File: src/rtl/parking_occupancy_counter.sv
// parking_occupancy_counter
// Tracks lot occupancy from one-cycle enter/exit pulses produced by the entry/exit
// detector. Provides empty/full status, sticky overflow/underflow errors and a
// count-changed strobe. Every output comes straight from a register.
// Optional build macro: OCC_BCD_EN adds a sequential double-dabble converter that
// presents the count as two BCD digits for the display stage. Without it the BCD
// outputs are tied low, so the port list is the same in both builds.
module parking_occupancy_counter #(
    parameter int MAX_CAP = 99,
    parameter int W       = 7
) (
    input  logic         clk,
    input  logic         reset,
    input  logic         enter,
    input  logic         exit,
    input  logic         err_clr,
    output logic [W-1:0] count,
    output logic         empty,
    output logic         full,
    output logic         count_chg,
    output logic         overflow_err,
    output logic         underflow_err,
    output logic [3:0]   bcd_tens,
    output logic [3:0]   bcd_ones,
    output logic         bcd_valid
);

    // State encoding chosen so bit 0 is the empty flag and bit 1 the full flag,
    // which lets the state register drive both outputs with no decode logic.
    typedef enum logic [1:0] {
        S_PARTIAL = 2'b00,
        S_EMPTY   = 2'b01,
        S_FULL    = 2'b10
    } state_t;

    localparam logic [W-1:0] CAP = W'(MAX_CAP);
    localparam logic [W-1:0] ONE = W'(1);

    state_t         r_state;
    state_t         w_state_next;
    logic [W-1:0]   r_count;
    logic [W-1:0]   w_count_next;
    logic           r_count_chg;
    logic           w_chg_next;
    logic           r_overflow_err;
    logic           r_underflow_err;
    logic           w_ovf_set;
    logic           w_unf_set;

    // Next-state decode: simultaneous enter and exit cancel out; saturate at both ends
    always_comb begin
        w_state_next = r_state;
        w_count_next = r_count;
        w_chg_next   = 1'b0;
        w_ovf_set    = 1'b0;
        w_unf_set    = 1'b0;
        case ({enter, exit})
            2'b10: begin
                if (r_state == S_FULL) begin
                    w_ovf_set = 1'b1;
                end else begin
                    w_count_next = r_count + ONE;
                    w_chg_next   = 1'b1;
                    w_state_next = (w_count_next == CAP) ? S_FULL : S_PARTIAL;
                end
            end
            2'b01: begin
                if (r_state == S_EMPTY) begin
                    w_unf_set = 1'b1;
                end else begin
                    w_count_next = r_count - ONE;
                    w_chg_next   = 1'b1;
                    w_state_next = (w_count_next == '0) ? S_EMPTY : S_PARTIAL;
                end
            end
            default: begin
                w_state_next = r_state;
            end
        endcase
    end

    // State, count and flag registers; a new error in the clearing cycle keeps the flag set
    always_ff @(posedge clk) begin
        if (reset) begin
            r_state         <= S_EMPTY;
            r_count         <= '0;
            r_count_chg     <= 1'b0;
            r_overflow_err  <= 1'b0;
            r_underflow_err <= 1'b0;
        end else begin
            r_state         <= w_state_next;
            r_count         <= w_count_next;
            r_count_chg     <= w_chg_next;
            r_overflow_err  <= w_ovf_set | (r_overflow_err & ~err_clr);
            r_underflow_err <= w_unf_set | (r_underflow_err & ~err_clr);
        end
    end

    assign count         = r_count;
    assign empty         = r_state[0];
    assign full          = r_state[1];
    assign count_chg     = r_count_chg;
    assign overflow_err  = r_overflow_err;
    assign underflow_err = r_underflow_err;

`ifdef OCC_BCD_EN
    localparam int                STEP_W = $clog2(W + 1);
    localparam logic [STEP_W-1:0] STEPS  = STEP_W'(W);

    logic [W-1:0]      r_bin;
    logic [7:0]        r_shift;
    logic [7:0]        w_adj;
    logic [7:0]        w_shift_next;
    logic [STEP_W-1:0] r_steps;
    logic              r_busy;
    logic [3:0]        r_bcd_tens;
    logic [3:0]        r_bcd_ones;
    logic              r_bcd_valid;

    // Add-3 correction on each BCD digit before it is shifted
    genvar gi;
    generate
        for (gi = 0; gi < 2; gi++) begin : g_digit_adj
            assign w_adj[gi*4 +: 4] = (r_shift[gi*4 +: 4] >= 4'd5) ?
                                      (r_shift[gi*4 +: 4] + 4'd3) : r_shift[gi*4 +: 4];
        end
    endgenerate

    assign w_shift_next = {w_adj[6:0], r_bin[W-1]};

    // Converter: loads on the edge the count changes (reset counts as a load of zero),
    // then shifts one binary bit per cycle; digits update only when all W bits are in.
    always_ff @(posedge clk) begin
        if (reset) begin
            r_bin       <= '0;
            r_shift     <= '0;
            r_steps     <= STEPS;
            r_busy      <= 1'b1;
            r_bcd_tens  <= 4'd0;
            r_bcd_ones  <= 4'd0;
            r_bcd_valid <= 1'b0;
        end else if (w_chg_next) begin
            r_bin       <= w_count_next;
            r_shift     <= '0;
            r_steps     <= STEPS;
            r_busy      <= 1'b1;
            r_bcd_valid <= 1'b0;
        end else if (r_busy) begin
            r_bin   <= r_bin << 1;
            r_shift <= w_shift_next;
            r_steps <= r_steps - STEP_W'(1);
            if (r_steps == STEP_W'(1)) begin
                r_busy      <= 1'b0;
                r_bcd_tens  <= w_shift_next[7:4];
                r_bcd_ones  <= w_shift_next[3:0];
                r_bcd_valid <= 1'b1;
            end
        end
    end

    assign bcd_tens  = r_bcd_tens;
    assign bcd_ones  = r_bcd_ones;
    assign bcd_valid = r_bcd_valid;
`else
    assign bcd_tens  = 4'd0;
    assign bcd_ones  = 4'd0;
    assign bcd_valid = 1'b0;
`endif

endmodule

File: config.mk
export PLATFORM = sky130hd
export DESIGN_NAME = parking_occupancy_counter
export DESIGN_NICKNAME = d
export VERILOG_FILES = /design/src/rtl/parking_occupancy_counter.sv
export SDC_FILE = /design/constraint.sdc
export NUM_CORES = 1
export LEC_CHECK = 0
export CORE_UTILIZATION = 31
export DETAILED_ROUTE_END_ITERATION = 8
export SLEW_MARGIN = 20
export SYNTH_ARGS = -nofsm -noshare
export SYNTH_HDL_FRONTEND = slang
export SYNTH_SLANG_ARGS = --single-unit
File: constraint.sdc
create_clock -name clk -period 3.36 [get_ports clk]
set_input_delay 0.672 -clock clk [delete_from_list [all_inputs] [get_ports clk]]
set_output_delay 0.672 -clock clk [all_outputs]
set_load 0.005 [all_outputs]
==> reports/qor.yml, run 1 <==
ir_drop_mv: 0.2120
ys_warn_count: 0
synth.area.top_cells: "dfxtp_1, ha_1, buf_4"
via_count: 804
die_h_um: 56.58
async_reset_ff_share_pct: 0
arrival_ps: 2680
start_kind: "input port"
seq_area_um2: 240.2
h-tree-depth: 1
drt_iter0_markers: 29
p_per_area_nw_per_um2: 356.5
rrSetupSlack_ps: 1470
viasPerCell: 5.255
synth_cells: 110
cts_resized: 0
drive_gt1_share_pct: 7.377
synth_enable_flop_cells: 0
rsz0062_at_grt: "no"
cts_tree: "yes"
fin_nets: 135
finalHoldViolCount: 0
placedCellCount: 150
die_w_um: 56.58
drv_cap: 0
multiInputGateArea_um2: 580.6
setup_viol: 0
crit_type: "in2reg"
ys_ff_latch: 12
start_util_pct: 33.20
status: "completed"
n_fill_cell: 288
fmax_ghz: 0.3953
routedWlPerCell_um: 12.45
cts.sinks: 12
worstSetupEndpointType: "flip-flop"
synth.distinct_cells: 40
worst_pin_slew_ps: 516.5
r2r_cells: 5
synth_common_cells: "dfxtp_1, buf_4, inv_1"
grt_pass1_vias: 661
cts_buffer_depth: 2
fin_skew_ps: 6.445
antenna_found_initial: 0
finalMaxSlewViolations: 0
worst_ep_required_time_ps: 3510
cts-root-buf: "clkbuf_4"
clk_pin_slew_ps: 70
core_area_um2: 2781
tns_ps: 0
critPathLaunch: "enter"
cts_buffers: 3
ant_nets: 0
post_cts_buffers: 0
fin_util_pct: 38.55
dr.pass1.iters: 4
slew_headroom_pct: 65.38
drc: 0
grt_first_pass_wirelength_mm: 3.174
grt-ovfl-total: 0
fin_crit_sh_pct: 75.30
path_max_fanout: 13
netlist_area_um2: 923.4
dieArea_um2: 3201
synth_top_cell_by_area: "dfxtp_1"
endpoint: "count[3]$_SDFFE_PP0P_"
port_buffers: 16
synth_area_per_cell_um2: 8.394
ys_seq_area_share_pct: 26.02
syn_to_final_growth_pct: 16.12
grt_use_total_pct: 12.84
synth_top_area_share_pct: 26.02
grt_max_degree: 14
clock_latency_ps: 270
num_io_pins: 26
finalNonFillerCells: 153
routed_wl_mm: 1.905
ctsHoldBuffers: 0
worstHoldPathType: "reg2reg"
synth_flop_cell: "dfxtp_1"
fp-row-count: 19
final.min_clock_period_ps: 2530
power_leakage_nw: 0.4008
n_antenna_cell: 0
place_congestion: 0.8521
reg2reg_to: "count[4]$_SDFFE_PP0P_"
reg2reg_from: "count[0]$_SDFFE_PP0P_"
synth.most_common_cell: "dfxtp_1"
dp_hpwl_mm: 1.374
==> worst max-delay path, stage by stage <==
cell	delay [ps]
clkdlybuf4s50_1	420
inv_1	70
ha_1	440
or4b_4	540
a2111oi_4	330
xnor2_1	160
nor2_1	50
==> per-stage QoR <==
step / hold WS (ps) / instance area [µm²] / setup slack (ps) / total power [mW]
after floorplan: 480.5 / 953.4 / 1267 / 0.2656
after global placement: 490.5 / 1050 / 598.4 / 0.2942
after detailed placement: 483.4 / 1050 / 566.0 / 0.2958
after CTS: 514.2 / 1072 / 863.4 / 0.3875
after global routing: 537.6 / 1072 / 702.6 / 0.4120
final: 499.6 / 1072 / 830.1 / 0.3823
==> where the power goes <==
group | switching (mW) | leakage, nW | internal, mW
sequential | 0.0242 | 0.0980 | 0.153
combinational | 0.0537 | 0.289 | 0.0621
clock | 0.0478 | 0.0138 | 0.0415
total | 0.126 | 0.401 | 0.256
==> per-layer routing <==
metal	global-route usage (%)	routed length, µm
met5	0	0
met4	7.317	27
met3	2.304	104
met2	17.98	856
met1	18.22	917
==> worst min-delay path by stage <==
stage / startpoint / end / slack, ps / depth (start not counted)
finish: underflow_err$_SDFF_PP0_ / underflow_err$_SDFF_PP0_ / 500 / 2
global route: overflow_err$_SDFF_PP0_ / overflow_err$_SDFF_PP0_ / 540 / 2
CTS: underflow_err$_SDFF_PP0_ / underflow_err$_SDFF_PP0_ / 510 / 2
detailed placement: overflow_err$_SDFF_PP0_ / overflow_err$_SDFF_PP0_ / 480 / 2
global placement: overflow_err$_SDFF_PP0_ / overflow_err$_SDFF_PP0_ / 490 / 2
floorplan: underflow_err$_SDFF_PP0_ / underflow_err$_SDFF_PP0_ / 480 / 2
==> area by class of cell <==
| class | count | area share, % |
|---|---|---|
| clock buffer | 3 | 2.100 |
| tap | 31 | 3.617 |
| sequential | 12 | 22.40 |
| multi-input combinational | 83 | 54.14 |
| inverter | 8 | 2.800 |
| timing repair buffer | 16 | 14.94 |
==> cells by family (layout without fill, tap and decap cells) <==
family / after synthesis / in the layout / synth area share (%)
multiplexers: 2 / 2 / 2.303
AND/OR/NAND/NOR: 40 / 40 / 25.61
buffers and inverters: 23 / 27 / 14.36
flip-flops: 12 / 12 / 26.02
XOR/XNOR: 7 / 7 / 6.640
other: 1 / 9 / 0.4061
AO/OA/AOI/OAI: 19 / 19 / 16.53
adder cells (fa/ha/maj): 6 / 6 / 8.130
==> state kept, by name, indices dropped and copies added (netlist names) <==
register	cells
count	7
count_chg	1
overflow_err	1
r_state	2
underflow_err	1
==> cell usage in the layout (no fill, tap or decap), types with 2 or more instances in the layout <==
cell and count:
conb_1 9, clkdlybuf4s50_1 16, ha_1 6, nor3_1 6, o32ai_1 2, nand4b_1 2
clkbuf_4 3, xnor2_1 5, xor2_1 2, inv_1 8, a21oi_1 7, nor4_1 3
and3b_1 2, nor2_1 7, nand2_1 6, nand3_1 3, dfxtp_1 12, or3_1 3
(Power assumes the default switching activity.)
==> run 2: changes to the inputs <==
==> constraint.sdc (replaced) <==
create_clock -name clk -period 2.6 [get_ports clk]
set_input_delay 0.52 -clock clk [delete_from_list [all_inputs] [get_ports clk]]
set_output_delay 0.52 -clock clk [all_outputs]
set_load 0.005 [all_outputs]
==> run 2 against run 1 <==
- first-iteration DRC count down 38%
- global-route usage grew 0.57 points
- die area unchanged
- core utilization increased by 1.9 points
- design area is 4.9% higher
- total power increased by 32%
- register-to-register slack lost 890 ps
- sequential cell count stayed put
- setup slack worse by 470 ps
- count of clock-buffer cells in the layout unchanged
- critical endpoint is now count[4]$_SDFFE_PP0P_
==> reports/qor.yml, run 2 (synthesis results as in run 1) <==
worst_ep_required_time_ps: 2760  # was 3510 ps
port_buffers: 16  # unchanged
clkPwrFrac_pct: 23.4  # about the same
p_comb_share_pct: 31.4  # was 30.3%
status: "completed"  # unchanged
core_area_um2: 2781  # unchanged
viasPerCell: 5.131  # was 5.255
clock_latency_ps: 270  # about the same
p_total_uw: 505.3  # was 382.3 µW
worstSetupEndpointType: "flip-flop"  # unchanged
final.min_clock_period_ps: 2240
fin_crit_sh_pct: 86.17
drv_cap: 0  # unchanged
power_switching_uw: 165.9  # was 125.8 µW
swShare_pct: 32.83  # was 32.91%
met1_usage_pct: 16.93  # was 18.22%
place_congestion: 0.7776  # was 0.8521
arrival_ps: 2400  # was 2680 ps
drive_gt1_share_pct: 12.40  # was 7.377%
p_seq_share_pct: 45.2  # was 46.3%
h-tree-depth: 1  # unchanged
worstHoldPathType: "reg2reg"  # unchanged
drc: 0  # unchanged
grt-ovfl-total: 0  # unchanged
worst-path-buf-inv: 3  # was 2
dr.pass1.iters: 4  # unchanged
layout_commonest_cell: "clkdlybuf4s50_1"  # unchanged
seq_area_um2: 240.2  # unchanged
largest_reg_flops: 7  # unchanged
num_io_pins: 26  # unchanged
cp_slowest_cell: "a2111oi_0"  # was or4b_4
n_antenna_cell: 0  # unchanged
tns_ps: 0  # unchanged
ctsHoldBuffers: 0  # unchanged
whs_ps: 506.1  # was 499.6 ps
rsz0062_at_grt: "no"  # unchanged
ant_nets: 0  # unchanged
finalHoldViolCount: 0  # unchanged
crit_type: "in2reg"  # unchanged
cts_buffers: 3  # unchanged
place_ws_ps: 48.37  # was 566.0 ps
start_util_pct: 33.20  # unchanged
n_fill_cell: 280  # was 288
setup_slack_ps: 359.6  # was 830.1 ps
cts_resized: 0  # unchanged
grt_first_pass_wirelength_mm: 3.284  # was 3.174 mm
grt_max_degree: 14  # unchanged
final_cell_mix: "clkdlybuf4s50_1, dfxtp_1, conb_1"  # unchanged
grt_use_total_pct: 13.41  # was 12.84%
path_max_fanout: 10  # was 13
dp_hpwl_mm: 1.460  # was 1.374 mm
syn_to_final_growth_pct: 21.82  # was 16.12%
setup_viol: 0  # unchanged
cts_buffer_depth: 2  # unchanged
grt-busiest-layer: "met2"  # was met1
dieArea_um2: 3201  # unchanged
max_stage_delay_ps: 490  # was 540 ps
fp-row-count: 19  # unchanged
grt_pass1_vias: 721  # was 661
p_per_area_nw_per_um2: 449.2  # was 356.5 nW/µm²
finalMaxSlewViolations: 0  # unchanged
post_cts_buffers: 0  # unchanged
via_count: 821  # was 804
fin_util_pct: 40.44  # was 38.55%
use_met2_pct: 20.84  # was 17.98%
die_h_um: 56.58  # unchanged
routed_wl_mm: 1.961  # was 1.905 mm
start_kind: "input port"  # unchanged
crit_path_cell_trace: "clkdlybuf4s50_1 > inv_1 > ha_1 > nand4b_1 > a2111oi_0 > buf_4 > xnor2_1 > nor2_1"  # was clkdlybuf4s50_1 > inv_1 > ha_1 > or4b_4 > a2111oi_4 > xnor2_1 > nor2_1
fin_nets: 142  # was 135
die_w_um: 56.58  # unchanged
cts-root-buf: "clkbuf_4"  # unchanged
antenna_found_initial: 0  # unchanged
power_leakage_nw: 0.4369  # was 0.4008 nW
fmax_ghz: 0.4464
cts_tree: "yes"  # unchanged
p_int_uw: 339.4  # was 256.5 µW
routedWlPerCell_um: 12.26  # was 12.45 µm
fin_skew_ps: 6.113  # was 6.445 ps
cts.sinks: 12  # unchanged
drt_iter0_markers: 18  # was 29
multiInputGateArea_um2: 580.6  # unchanged
grtUsageMet3_pct: 3.687  # was 2.304%
ir_drop_mv: 0.2342  # was 0.2120 mV
cp_top_family: "buffers and inverters"  # was simple AND/OR/NAND/NOR gates
clk_pin_slew_ps: 80  # was 70 ps
==> run 2: layer usage <==
layer,vias to the layer above,share of wire (%)
li1,414,-
met1,376,46
met2,29,47
met3,2,6.4
met4,0,0.41
met5,-,0
==> run 2: final timing paths <==
check	slack, ps	start	endpoint	cells after the start
hold reg to reg	510	overflow_err$_SDFF_PP0_	overflow_err$_SDFF_PP0_	2
hold / removal	510	overflow_err$_SDFF_PP0_	overflow_err$_SDFF_PP0_	2
setup reg to reg	580	count[1]$_SDFFE_PP0P_	count[4]$_SDFFE_PP0P_	6
setup / recovery	360	enter	count[4]$_SDFFE_PP0P_	8
==> run 2: worst register-to-register path, delay by kind of cell, from the launching register on <==
family	cells	cell delay [ps]
simple gates	2	180
buf+inv	1	190
flops	1	560
compound gates	1	490
xor+xnor	1	110
fa+ha+maj	1	390
==> run 2: through the flow <==
step                instance area (µm²)  std cells
finish                             1125        160
global route                       1125        160
CTS                                1125        160
detailed placement                 1102        157
global placement                   1102        157
floorplan                         953.4        118
==> run 2: power by group through the flow <==
stage	Sequential, mW	Combinational [mW]	Clock [mW]
after floorplan	0.219	0.125	0
after global placement	0.232	0.158	0
after detailed placement	0.233	0.159	0
after CTS	0.229	0.160	0.127
after global routing	0.234	0.175	0.134
final	0.229	0.158	0.118
==> run 2: final cells by class <==
type | count | share of cell area (%)
multi-input cells | 83 | 51.61
flip-flops and latches | 12 | 21.36
repair buffers | 23 | 18.91
well taps | 31 | 3.448
inverters | 8 | 2.670
clock buffers | 3 | 2.002
==> run 3: changes to the inputs <==
--- a/config.mk
+++ b/config.mk
@@ -5,8 +5,11 @@
 export SDC_FILE = /design/constraint.sdc
 export NUM_CORES = 1
 export LEC_CHECK = 0
+export CAP_MARGIN = 20
+export CORE_ASPECT_RATIO = 2
 export CORE_UTILIZATION = 31
 export DETAILED_ROUTE_END_ITERATION = 8
+export PLACE_DENSITY_LB_ADDON = 0.12
 export SLEW_MARGIN = 20
 export SYNTH_ARGS = -nofsm -noshare
 export SYNTH_HDL_FRONTEND = slang
==> run 3 against run 2 <==
- routed wire length grew 6.3%
- highest routed layer unchanged
- clock skew increased by 0.61 ps
- worst hold slack worse by 17 ps
- first-iteration DRC count shrank 28%
- register-to-register slack better by 40 ps
- clock power is 42% higher
- critical endpoint unchanged
- maximum frequency up 0.56%
- count of clock-buffer cells in the layout is the same
- setup slack improved by 13 ps
- die area is 0.41% higher
- combinational power increased by 4%
==> reports/qor.yml, run 3 (synthesis results as in run 1) <==
clk_pin_slew_ps: 50  # was 80 ps
dp_hpwl_mm: 1.653  # was 1.460 mm
path_max_fanout: 9  # was 10
drc: 0  # unchanged
ant_nets: 0  # unchanged
fin_util_pct: 41.23  # was 40.44%
wl_met3_um: 51  # was 126 µm
grt-ovfl-total: 0  # unchanged
p_per_area_nw_per_um2: 485.4  # was 449.2 nW/µm²
p_total_uw: 561.2  # was 505.3 µW
viasPerCell: 5.113  # was 5.131
clkPwrFrac_pct: 29.8  # was 23.4%
arrival_ps: 2360  # was 2400 ps
r2r_cells: 6  # unchanged
routedWlPerCell_um: 13.03  # was 12.26 µm
power_switching_uw: 169.3  # was 165.9 µW
tns_ps: 0  # unchanged
start_kind: "input port"  # unchanged
fin_nets: 144  # was 142
final.min_clock_period_ps: 2228  # was 2240 ps
fin_skew_ps: 6.721  # was 6.113 ps
p_comb_share_pct: 29.4  # was 31.4%
grt_max_degree: 14  # unchanged
fin_crit_sh_pct: 85.69  # was 86.17%
die_h_um: 79.18  # was 56.58 µm
largest_reg_flops: 7  # unchanged
place_congestion: 0.7647  # was 0.7776
p_int_uw: 392.0  # was 339.4 µW
cts_tree: "yes"  # unchanged
fp-row-count: 27  # was 19
port_buffers: 16  # unchanged
power_leakage_nw: 0.4544  # was 0.4369 nW
cts_buffers: 3  # unchanged
syn_to_final_growth_pct: 25.20  # was 21.82%
cts_resized: 0  # unchanged
drv_cap: 0  # unchanged
grt_use_total_pct: 15.47  # was 13.41%
layout_commonest_cell: "clkdlybuf4s50_1"  # unchanged
status: "completed"  # unchanged
cts-root-buf: "clkbuf_8"  # was clkbuf_4
post_cts_buffers: 0  # unchanged
swShare_pct: 30.16  # was 32.83%
grt_pass1_vias: 786  # was 721
grt_first_pass_wirelength_mm: 3.436  # was 3.284 mm
die_w_um: 40.59  # was 56.58 µm
core_area_um2: 2804  # was 2781 µm²
finalHoldViolCount: 0  # unchanged
fmax_ghz: 0.4489  # was 0.4464 GHz
reg2reg_to: "count[4]$_SDFFE_PP0P_"  # unchanged
final_cell_mix: "clkdlybuf4s50_1, dfxtp_1, conb_1, buf_4, inv_1"  # was clkdlybuf4s50_1, dfxtp_1, conb_1
finalMaxSlewViolations: 0  # unchanged
crit_type: "in2reg"  # unchanged
p_seq_share_pct: 40.8  # was 45.2%
setup_viol: 0  # unchanged
ir_drop_mv: 0.2727  # was 0.2342 mV
rsz0062_at_grt: "no"  # unchanged
cts_buffer_depth: 2  # unchanged
clock_latency_ps: 240  # was 270 ps
drive_gt1_share_pct: 13.74  # was 12.40%
n_antenna_cell: 0  # unchanged
start_util_pct: 32.93  # was 33.20%
worstHoldEndpoint: "underflow_err$_SDFF_PP0_"  # was overflow_err$_SDFF_PP0_
antenna_found_initial: 0  # unchanged
dr_wl_met2_mm: 1.118  # was 928 µm
drt_iter0_markers: 13  # was 18
dieArea_um2: 3214  # was 3201 µm²
num_io_pins: 26  # unchanged
worst_ep_required_time_ps: 2730  # was 2760 ps
dr.pass1.iters: 2  # was 4
reg2reg_from: "count[0]$_SDFFE_PP0P_"  # was count[1]$_SDFFE_PP0P_
cts.sinks: 12  # unchanged
ctsHoldBuffers: 0  # unchanged
m1WireLength_um: 827  # was 898 µm
worstHoldPathType: "reg2reg"  # unchanged
via_count: 818  # was 821
rrSetupSlack_ps: 620  # was 580 ps
hold_depth: 2  # unchanged
min_from: "underflow_err$_SDFF_PP0_"  # was overflow_err$_SDFF_PP0_
routed_wl_mm: 2.085  # was 1.961 mm
h-tree-depth: 1  # unchanged
worstSetupEndpointType: "flip-flop"  # unchanged
topRoutingLayerUsed: "met4"  # unchanged
[run 3: routing by layer]
metal | GRT usage (%) | vias to the layer above
li1 | - | 418
met5 | 0 | -
met3 | 1.676 | 7
met4 | 10.67 | 0
met1 | 18.09 | 377
met2 | 24.29 | 16
[run 3: power groups by stage]
stage | clock network [mW] | registers [mW] | logic [mW]
2_1_floorplan | 0 | 0.219 | 0.125
3_3_place_gp | 0 | 0.234 | 0.165
3_5_place_dp | 0 | 0.234 | 0.166
4_1_cts | 0.175 | 0.230 | 0.166
5_1_grt | 0.184 | 0.234 | 0.184
6_report | 0.167 | 0.229 | 0.165
[run 3: how the worst max path moves through the flow]
stage | end | slack [ps] | start
final | count[4]$_SDFFE_PP0P_ | 370 | enter
after CTS | count[4]$_SDFFE_PP0P_ | 360 | enter
after global routing | count[4]$_SDFFE_PP0P_ | 210 | enter
after detailed placement | count[4]$_SDFFE_PP0P_ | 100 | enter
after floorplan | count[5]$_SDFFE_PP0P_ | 660 | exit
after global placement | count[4]$_SDFFE_PP0P_ | 120 | enter
[run 3: stage by stage]
step | setup slack [ps] | hold slack, ps | std cells | instance area (µm²)
floorplan | 659.5 | 480.5 | 118 | 953.4
global placement | 122.0 | 473.8 | 157 | 1115
detailed placement | 96.60 | 484.9 | 157 | 1115
CTS | 360.4 | 501.1 | 160 | 1156
global route | 211.5 | 550.3 | 160 | 1156
finish | 372.1 | 489.6 | 160 | 1156
[run 3: layout make-up]
type,count,area (µm²)
inverters,8,30.03
fillers,301,1648
well taps,29,36.28
repair buffers,25,227.7
clock buffers,3,41.29
multi-input cells,83,580.6
flip-flops and latches,12,240.2
[run 3: worst max-delay path, stage by stage]
cell	delay [ps]
clkdlybuf4s50_1	480
inv_1	50
ha_1	280
nand4b_1	210
a2111oi_0	470
buf_4	190
xnor2_1	110
nor2_1	50
